### src/rtl/river_cfg_pkg.sv
// rtl/river_cfg_pkg.sv - shared core configuration: data width, CSR request bits, CSR addresses
package river_cfg_pkg;

  localparam int RISCV_ARCH = 64;

  // CSR request type bit indices
  localparam int CsrReq_ReadBit   = 0;
  localparam int CsrReq_WriteBit  = 1;
  localparam int CsrReq_TotalBits = 2;

  // CSR addresses
  localparam logic [11:0] CSR_mcountinhibit = 12'h320;
  localparam logic [11:0] CSR_mcycle        = 12'hB00;
  localparam logic [11:0] CSR_minstret      = 12'hB02;
  localparam logic [11:0] CSR_cycle         = 12'hC00;
  localparam logic [11:0] CSR_time          = 12'hC01;
  localparam logic [11:0] CSR_instret       = 12'hC02;

  // Only CY (bit 0) and IR (bit 2) of mcountinhibit exist
  localparam logic [RISCV_ARCH-1:0] MCOUNTINHIBIT_MASK = 64'h5;

endpackage

### src/rtl/csr_cnt_prescaler.sv
// rtl/csr_cnt_prescaler.sv - divides the core clock into a one-cycle tick for the time counter
// Ports:
//   i_clk   core clock
//   i_nrst  asynchronous active-low reset
//   o_tick  high for one clock out of every DIV clocks
module csr_cnt_prescaler #(
  parameter int unsigned DIV = 1
) (
  input  logic i_clk,
  input  logic i_nrst,
  output logic o_tick
);

  localparam logic [7:0] LAST = 8'(DIV - 1);

  logic [7:0] cnt;

  // Combinational tick so the time register advances on the same edge the
  // prescaler wraps; with DIV=1 the tick is permanently high.
  assign o_tick = (cnt == LAST);

  always_ff @(posedge i_clk or negedge i_nrst) begin
    if (!i_nrst) begin
      cnt <= '0;
    end else if (o_tick) begin
      cnt <= '0;
    end else begin
      cnt <= cnt + 8'd1;
    end
  end

endmodule

### src/rtl/csr_cnt_responder.sv
// rtl/csr_cnt_responder.sv - CSR responder owning cycle/time/instret counters and mcountinhibit
// Ports:
//   i_clk, i_nrst                      clock, asynchronous active-low reset
//   i_req_valid/type/addr/data         CSR request from the executor
//   o_req_ready                        request accepted when high with i_req_valid
//   o_resp_valid/data/exception        registered one-entry response
//   i_resp_ready                       requester accepts the response
//   i_instr_retired                    one pulse per retired instruction
//   i_halted                           debug halt, freezes mcycle and minstret
module csr_cnt_responder
  import river_cfg_pkg::*;
#(
  parameter int unsigned CFG_TIME_DIV = 1
) (
  input  logic                          i_clk,
  input  logic                          i_nrst,
  input  logic                          i_req_valid,
  input  logic [CsrReq_TotalBits-1:0]   i_req_type,
  input  logic [11:0]                   i_req_addr,
  input  logic [RISCV_ARCH-1:0]         i_req_data,
  output logic                          o_req_ready,
  output logic                          o_resp_valid,
  output logic [RISCV_ARCH-1:0]         o_resp_data,
  output logic                          o_resp_exception,
  input  logic                          i_resp_ready,
  input  logic                          i_instr_retired,
  input  logic                          i_halted
);

  typedef enum logic {ST_IDLE, ST_RESP} state_t;

  state_t                  state, state_next;
  logic [RISCV_ARCH-1:0]   mcycle, minstret, mtime;
  logic                    inh_cy, inh_ir;
  logic                    time_tick;
  logic                    accept, rd_bit, wr_bit;
  logic                    known, read_only, exc;
  logic [RISCV_ARCH-1:0]   rdata;
  logic                    we;

  csr_cnt_prescaler #(.DIV(CFG_TIME_DIV)) u_prescaler (
    .i_clk  (i_clk),
    .i_nrst (i_nrst),
    .o_tick (time_tick)
  );

  assign rd_bit = i_req_type[CsrReq_ReadBit];
  assign wr_bit = i_req_type[CsrReq_WriteBit];
  assign accept = i_req_valid && o_req_ready;

  // Address decode and read mux
  always_comb begin
    known     = 1'b1;
    read_only = 1'b0;
    rdata     = '0;
    case (i_req_addr)
      CSR_mcycle:        rdata = mcycle;
      CSR_minstret:      rdata = minstret;
      CSR_mcountinhibit: rdata = {{(RISCV_ARCH-3){1'b0}}, inh_ir, 1'b0, inh_cy};
      CSR_cycle:         begin rdata = mcycle;   read_only = 1'b1; end
      CSR_time:          begin rdata = mtime;    read_only = 1'b1; end
      CSR_instret:       begin rdata = minstret; read_only = 1'b1; end
      default:           known = 1'b0;
    endcase
  end

  assign exc = !known || (wr_bit && read_only) || (!rd_bit && !wr_bit);
  assign we  = accept && wr_bit && !exc;

  // FSM
  always_ff @(posedge i_clk or negedge i_nrst) begin
    if (!i_nrst) begin
      state <= ST_IDLE;
    end else begin
      state <= state_next;
    end
  end

  always_comb begin
    state_next   = state;
    o_req_ready  = 1'b0;
    o_resp_valid = 1'b0;
    case (state)
      ST_IDLE: begin
        o_req_ready = 1'b1;
        if (i_req_valid) state_next = ST_RESP;
      end
      ST_RESP: begin
        o_resp_valid = 1'b1;
        if (i_resp_ready) state_next = ST_IDLE;
      end
      default: state_next = ST_IDLE;
    endcase
  end

  // Response holding register, loaded only on accept so it stays stable
  // for as long as the requester stalls.
  always_ff @(posedge i_clk or negedge i_nrst) begin
    if (!i_nrst) begin
      o_resp_data      <= '0;
      o_resp_exception <= 1'b0;
    end else if (accept) begin
      o_resp_data      <= exc ? '0 : rdata;
      o_resp_exception <= exc;
    end
  end

  // Counters: a CSR write overrides the increment of the same cycle.
  always_ff @(posedge i_clk or negedge i_nrst) begin
    if (!i_nrst) begin
      mcycle   <= '0;
      minstret <= '0;
      mtime    <= '0;
      inh_cy   <= 1'b0;
      inh_ir   <= 1'b0;
    end else begin
      if (we && i_req_addr == CSR_mcycle) begin
        mcycle <= i_req_data;
      end else if (!inh_cy && !i_halted) begin
        mcycle <= mcycle + 64'd1;
      end

      if (we && i_req_addr == CSR_minstret) begin
        minstret <= i_req_data;
      end else if (i_instr_retired && !inh_ir && !i_halted) begin
        minstret <= minstret + 64'd1;
      end

      if (time_tick) begin
        mtime <= mtime + 64'd1;
      end

      if (we && i_req_addr == CSR_mcountinhibit) begin
        inh_cy <= i_req_data[0];
        inh_ir <= i_req_data[2];
      end
    end
  end

endmodule

### config.mk
export PLATFORM = sky130hd
export DESIGN_NAME = csr_cnt_responder
export DESIGN_NICKNAME = d
export VERILOG_FILES = /design/src/rtl/river_cfg_pkg.sv /design/src/rtl/csr_cnt_prescaler.sv /design/src/rtl/csr_cnt_responder.sv
export SDC_FILE = /design/constraint.sdc
export NUM_CORES = 1
export LEC_CHECK = 0
export ABC_CLOCK_PERIOD_IN_PS = 4600
export BUFFER_PORTS_ARGS = -buffer_cell sky130_fd_sc_hd__buf_2
export CAP_MARGIN = 5
export CORE_MARGIN = 8
export CORE_UTILIZATION = 60
export DETAILED_ROUTE_END_ITERATION = 8
export PLACE_DENSITY_LB_ADDON = 0.1
export SETUP_SLACK_MARGIN = 0.3
export SLEW_MARGIN = 20
export SYNTH_ARGS = -nofsm -noshare
export SYNTH_HDL_FRONTEND = slang
export SYNTH_SLANG_ARGS = --single-unit
export TNS_END_PERCENT = 1
### constraint.sdc
create_clock -name i_clk -period 4.6 [get_ports i_clk]
set_input_delay 1.15 -clock i_clk [delete_from_list [all_inputs] [get_ports i_clk]]
set_output_delay 1.15 -clock i_clk [all_outputs]
set_load 0.05 [all_outputs]
; Word-level counts from Yosys, hierarchy flattened
; Cells that the tools add are included.
; W data, S select, Z words.
[word_totals]
reg_bits = 268
input_bits = 84
output_inout_bits = 67
wordCells = 61
[op_classes]
add_sub_neg = 4
eq_ne = 6
n_mux = 14
bitwise = 1
n_reduce_logical = 27
[ops]
columns = cell, n
row1 = $mux W64, 5
row2 = $pmux W64 S4, 1
row3 = $add A64 B1 Y64 const B, 3
row4 = $eq A12 B12 Y1 const B, 5
row5 = $eq A12 B10 Y1 const B, 1
row6 = $logic_and A1 B1 Y1, 11
row7 = $add A8 B1 Y8 const B, 1
row8 = $logic_not A8 Y1, 1
row9 = $mux W8, 1
row10 = $logic_not A1 Y1, 7
row11 = $mux W1, 6
row12 = $reduce_or A6 Y1, 1
row13 = $reduce_bool A2 Y1, 2
row14 = $reduce_or A2 Y1, 2
row15 = $reduce_or A3 Y1, 1
row16 = $logic_or A1 B1 Y1, 2
row17 = $pmux W1 S2, 1
row18 = $not A1 Y1, 1

; Longest topological paths before layout
[depth]
depth_word = 10
mapped_depth = 9
ltp_nobuf = 8

; Hierarchy
; Synthesis repeated with hierarchy kept, for this count alone.
[unflattened]
hier_cells = 1503
hier_area_um2 = 14204.9
[modules_own_cells]
columns = mod, n_inst, cells_per_inst, area_per_inst_um2, seq_area_each_um2
row1 = csr_cnt_responder, 1, 1473, 13832.0, 6506.2
row2 = csr_cnt_prescaler, 1, 30, 372.9, 200.2

; Least setup slack after synthesis
; OpenSTA, ideal clock, no wires.
[synth_timing]
path_type = in2reg
startpoint = in i_req_addr[4]
endpoint = reg mcycle[62]
setup_time_ns = 0.083
arrival_time_ns = 2.987
required_ns = 4.517
slack_ns = 1.530
stages = 8
n_path_buf = 2
cell_sequence = or3_1 nor3b_1 nand4_1 nor3_2 clkbuf_1 buf_2 nand2_1 o21ai_0
[synth_via]
elab_chain_len = 10
word_cells_on_any_way = 19
classes_between = 6 x eq/ne / 3 x mux / 10 x reduce/logical
[synth_rtl]
columns = element, line_no
row1 = "start, declared", csr_cnt_responder.sv:19  ; input logic [11:0] i_req_addr,
row2 = $eq A12 B12 Y1 (tied with other cells), "csr_cnt_responder.sv:56, csr_cnt_responder.sv:117"
row3 = $reduce_or A6 Y1 (no source line) / $reduce_or A3 Y1 (equally long branches), -
row4 = $mux W1, csr_cnt_responder.sv:56  ; case (i_req_addr)
row5 = $logic_not A1 Y1 / $logic_and A1 B1 Y1 (equally long branches), csr_cnt_responder.sv:67  ; assign exc = !known || (wr_bit && read_only) || (!rd_bit && !wr_bit);
row6 = $logic_or A1 B1 Y1 (2 in a row), csr_cnt_responder.sv:67
row7 = $logic_not A1 Y1, csr_cnt_responder.sv:68  ; assign we = accept && wr_bit && !exc;
row8 = $logic_and A1 B1 Y1, csr_cnt_responder.sv:68
row9 = $logic_and A1 B1 Y1 *, csr_cnt_responder.sv:117  ; if (we && i_req_addr == CSR_mcycle) begin
row10 = $mux W64 / $reduce_bool A2 Y1 (equally long branches), -
row11 = "end signal, assigned", csr_cnt_responder.sv:118  ; mcycle <= i_req_data;
row12 = "end signal, assigned", csr_cnt_responder.sv:120  ; mcycle <= mcycle + 64'd1;
row13 = "end, declared", csr_cnt_responder.sv:33  ; logic [RISCV_ARCH-1:0] mcycle, minstret, mtime;
; Mark *: on every way between the ends. The rest lies on a longest branch, timed or not.
; A chain may end at the register's enable or synchronous reset.

; Worst setup path in the final report
[layout_timing]
startpoint = reg u_prescaler.cnt[0]
endpoint = reg mtime[61]
[layout_via]
elab_chain_len = 1
[layout_rtl]
columns = element, line_no
row1 = "start, declared", csr_cnt_prescaler.sv:16  ; logic [7:0] cnt;
row2 = "start signal, assigned", csr_cnt_prescaler.sv:28  ; cnt <= cnt + 8'd1;
row3 = $logic_not A8 Y1, csr_cnt_prescaler.sv:20  ; assign o_tick = (cnt == LAST);
row4 = "end signal, assigned", csr_cnt_responder.sv:130  ; mtime <= mtime + 64'd1;
row5 = "end, declared", csr_cnt_responder.sv:33
; Every way passes these cells.

==> impl_summary.txt <==
----------------------------------------------------
[Run status]
  Status ... completed

[Global routing]
  Global-route usage over all layers ... 27.4%
  Global-route wire length before repair ... about 63 mm
  Residual overflow from global routing ... 0
  Maximum number of pins on one net before global-route repair ... ~120
  Number of antenna violations at the first check in global routing ... 1
  Vias in the first global route ... 11,400

[Clock network]
  CTS tree ... built
  TritonCTS buffer count ... 28
  Number of hold buffers added after cts ... 0
  Clock-pin slew of the registers on the worst-case setup and hold paths ... 60 ps
  CTS H-Tree Depth ... 1
  Clock Sink Count ... 268
  Post-CTS setup repair buffer count ... 0
  Post-cts gate resize count ... 0
  Maximum count of clock buffers along a single path ... 3
  Cell at the root of the clock tree ... sky130_fd_sc_hd__clkbuf_16
  Clock Latency Late Sink ... approximately 540 ps

[Setup path]
  Crit path launch type ... register
  Endpoint type of the worst setup path ... register
  Cells on worst reg2reg path ... 9
  Beginning of the worst register-to-register path ... u_prescaler.cnt[0]
  Crit path kind ... register to register
  Internal reg-to-reg setup slack ... around 1500 ps
  Largest fanout on the critical path ... 16
  Capture point of the worst path ... mtime[61]
  Worst setup path startpoint ... u_prescaler.cnt[0]
  Worst path max stage delay ... 650 ps
  CP max-delay cell ... sky130_fd_sc_hd__nor2b_1
  Destination of the worst register-to-register timing path ... mtime[61]
  Data required time of the critical path ... roughly 5000 ps
  Worst-path cell chain ... inv_1, ha_1, or4b_1, nor4_2, buf_4, and4_1, nor2b_1, nand4_1, xnor2_1
  Arrival time of the worst setup path ... 3480 ps

[Placement]
  Placed insts ... 1,958
  Count of input and output buffers ... 150
  GP Congestion ... about 0.93
  Half-perimeter wire length of the detailed placement result ... 27.9 mm

[Synthesis]
  Register bit total from synthesis ... 268
  Fraction of synthesized cell area taken by the top area cell type ... between 40% and 50%
  Unique masters post-synth ... 50
  Synthesized area ... between 10,000 and 15,000 um^2
  Number of enable-type register cells in the synthesized netlist ... 0
  Warning count from the yosys run ... 0
  FFs w/ async S/R, synth ... 100%
  Net count after synthesis ... between 1,500 and 2,000
  Per-instance average area after synthesis ... around 9 um^2
  Main flop type after synthesis ... sky130_fd_sc_hd__dfrtp_1
  Leading post-synthesis cells by cell area ... sky130_fd_sc_hd__dfrtp_1 (47%), sky130_fd_sc_hd__xnor2_1 (7.4%), sky130_fd_sc_hd__nand2_1 (6.3%)
  Sequential fraction of the synthesis area ... 47.5%
  Post-Syn Instances ... 1,542
  Yosys top cell by area ... sky130_fd_sc_hd__dfrtp_1

[Power and ir drop]
  Total power ... 5100 uW
  Maximum resistive drop on vdd ... 207 uV
  Leakage power figure ... just under 0.007 uW
  Pwr per Cell Area ... ~320 nW/um^2

[Layout]
  Layout net count ... between 1,500 and 2,000
  Share of post-route cells with drive strength above 1 ... roughly 15%
  Area Growth Syn to Fin ... 14.4%
  Filler-free cell count of the finished design ... 2,005
  Inserted Diodes ... 0
  Utilization after layout ... between 60% and 70%

[Floorplan]
  Core box area ... 23,300 um^2
  Die X-Extent ... 169 um
  Die Area ... between 20,000 and 30,000 um^2
  Top-level port count ... 151
  Site row count ... 56
  Starting density of the core ... 60.6%
  Vertical extent of the die ... between 150 and 200 um

[Drt]
  Detailed-route via count ... 11,900
  Number of design rule violations left after detail routing ... 0
  Router iterations before antenna repair ... 6
  Total wire length ... 39.0 mm
  Antenna-violating nets left ... 0
  Detail-routed net length per standard cell ... around 20 um
  Initial DRC count ... 1,071
  Average vias per placed instance ... just under 6

[Job]
  Maximum Capacitance Violations ... 0

[Timing]
  Final setup viols ... 0
  Endpoints failing hold ... 0
  Tightest slew margin relative to the limit ... 39.0%
  Final Cycle Share ... 66.5%
  Max-slew violation total from the final report ... 0
  Transition time at the pin with the least slew margin ... just over 900 ps
  Max Freq ... 327 MHz
  Shortest clock period the worst path allows after layout ... 3060 ps
  Final setup TNS ... 0 ps
  Clock Skew ... 11.6 ps
  RSZ-0062 raised after global routing ... no

[Hold path]
  Classification of the worst-slack hold path ... register to register

----------------------------------------------------
[where the power goes]
group          switching, uW  internal, uW  total [uW]  leakage [uW]
logic                    212           137         348       0.00274
clock network            909          1340        2250      0.000448
registers               87.2          2420        2510       0.00368
total                   1210          3900        5100       0.00687
[worst min path at each step]
stage,start,to,depth (start not counted)
after floorplan,u_prescaler.cnt[7],u_prescaler.cnt[7],1
after global placement,o_resp_data[56],o_resp_data[56],2
after detailed placement,o_resp_data[59],o_resp_data[59],2
after CTS,o_resp_data[59],o_resp_data[59],2
after global routing,mtime[63],mtime[63],1
final,o_resp_data[59],o_resp_data[59],2
[stage by stage]
step,worst slack [ps],hold WS [ps],area [um^2]
5_1_grt,1350,491,16200
4_1_cts,1510,478,16200
3_5_place_dp,893,465,15200
2_1_floorplan,1530,441,14100
3_3_place_gp,972,459,15200
6_report,1540,470,16200
[final cells by class]
cell class,instances,area (um^2)
fillers,1945,7170
multi-input cells,1183,7120
clock buffers,45,876
well taps,319,399
repair buffers,172,966
inverters,16,60.1
clock inverters,2,35.0
flip-flops and latches,268,6710
[cells by family (layout without fill, tap and decap cells)]
kind of cell,Yosys count,count (layout),share of synthesized area (%)
AOI/OAI and AO/OA,260,260,9.45
and+or+nand+nor,652,652,23.0
DFF,268,268,47.5
adders and majority gates,5,5,0.443
muxes,72,72,5.16
xor gates and xnor gates,194,194,12.0
buffers and inverters,91,235,2.49
[cells in the mapped netlist, types with 3 or more instances]
cell type                  instances
sky130_fd_sc_hd__mux2i_1          65
sky130_fd_sc_hd__o21ai_0         174
sky130_fd_sc_hd__xnor2_1         120
sky130_fd_sc_hd__nor4_1           17
sky130_fd_sc_hd__ha_1              5
sky130_fd_sc_hd__nand3_1          81
sky130_fd_sc_hd__nand4_1          63
sky130_fd_sc_hd__xor2_1           74
sky130_fd_sc_hd__inv_1            16
sky130_fd_sc_hd__nor2b_1           3
sky130_fd_sc_hd__dfrtp_1         268
sky130_fd_sc_hd__nor2_1          111
sky130_fd_sc_hd__or2_2             5
sky130_fd_sc_hd__buf_1             9
sky130_fd_sc_hd__and2_1           12
sky130_fd_sc_hd__clkbuf_1         63
sky130_fd_sc_hd__nor3_2            8
sky130_fd_sc_hd__nor3_1           26
sky130_fd_sc_hd__and4_1           25
sky130_fd_sc_hd__and3_1           38
sky130_fd_sc_hd__nand2_1         238
sky130_fd_sc_hd__nor4b_1           3
sky130_fd_sc_hd__a21oi_1          74
sky130_fd_sc_hd__o21ai_1           3
sky130_fd_sc_hd__or3_1             3
sky130_fd_sc_hd__mux2_2            7
[cell usage in the layout (no fill, tap or decap), types with 16 or more instances in the layout]
master,netlist,layout
sky130_fd_sc_hd__a21oi_1,74,74
sky130_fd_sc_hd__and3_1,38,38
sky130_fd_sc_hd__and4_1,25,25
sky130_fd_sc_hd__buf_2,2,148
sky130_fd_sc_hd__buf_4,0,20
sky130_fd_sc_hd__clkbuf_16,0,29
sky130_fd_sc_hd__dfrtp_1,268,268
sky130_fd_sc_hd__inv_1,16,16
sky130_fd_sc_hd__mux2i_1,65,65
sky130_fd_sc_hd__nand2_1,238,237
sky130_fd_sc_hd__nand3_1,81,80
sky130_fd_sc_hd__nand4_1,63,63
sky130_fd_sc_hd__nor2_1,111,110
sky130_fd_sc_hd__nor3_1,26,26
sky130_fd_sc_hd__nor4_1,17,17
sky130_fd_sc_hd__o21ai_0,174,174
sky130_fd_sc_hd__xnor2_1,120,120
sky130_fd_sc_hd__xor2_1,74,74
[sequential cells by signal, indices dropped and copies added (netlist names)]
name / cells
mcycle: 64
inh_ir: 1
mtime: 64
o_resp_data: 64
state: 1
u_prescaler.cnt: 8
minstret: 64
inh_cy: 1
o_resp_exception: 1
[critical path, delay by kind of cell, from the launching register on]
kind	cells	cell delay (ps)
xor+xnor	1	170
fa+ha+maj	1	130
buf+inv	2	350
flops	1	430
simple gates	5	1850
[per-layer routing]
| metal | wire length [um] | up-vias | part of all wire [%] | track usage, % |
|---|---|---|---|---|
| li1 | - | 5614 | - | - |
| met1 | 17900 | 5706 | 46 | 41.6 |
| met2 | 16800 | 467 | 43 | 39.9 |
| met3 | 3370 | 77 | 8.6 | 5.00 |
| met4 | 903 | 2 | 2.3 | 6.89 |
| met5 | 9 | - | 0.023 | 0 |
Note: power is estimated with default switching activity, not from simulation.
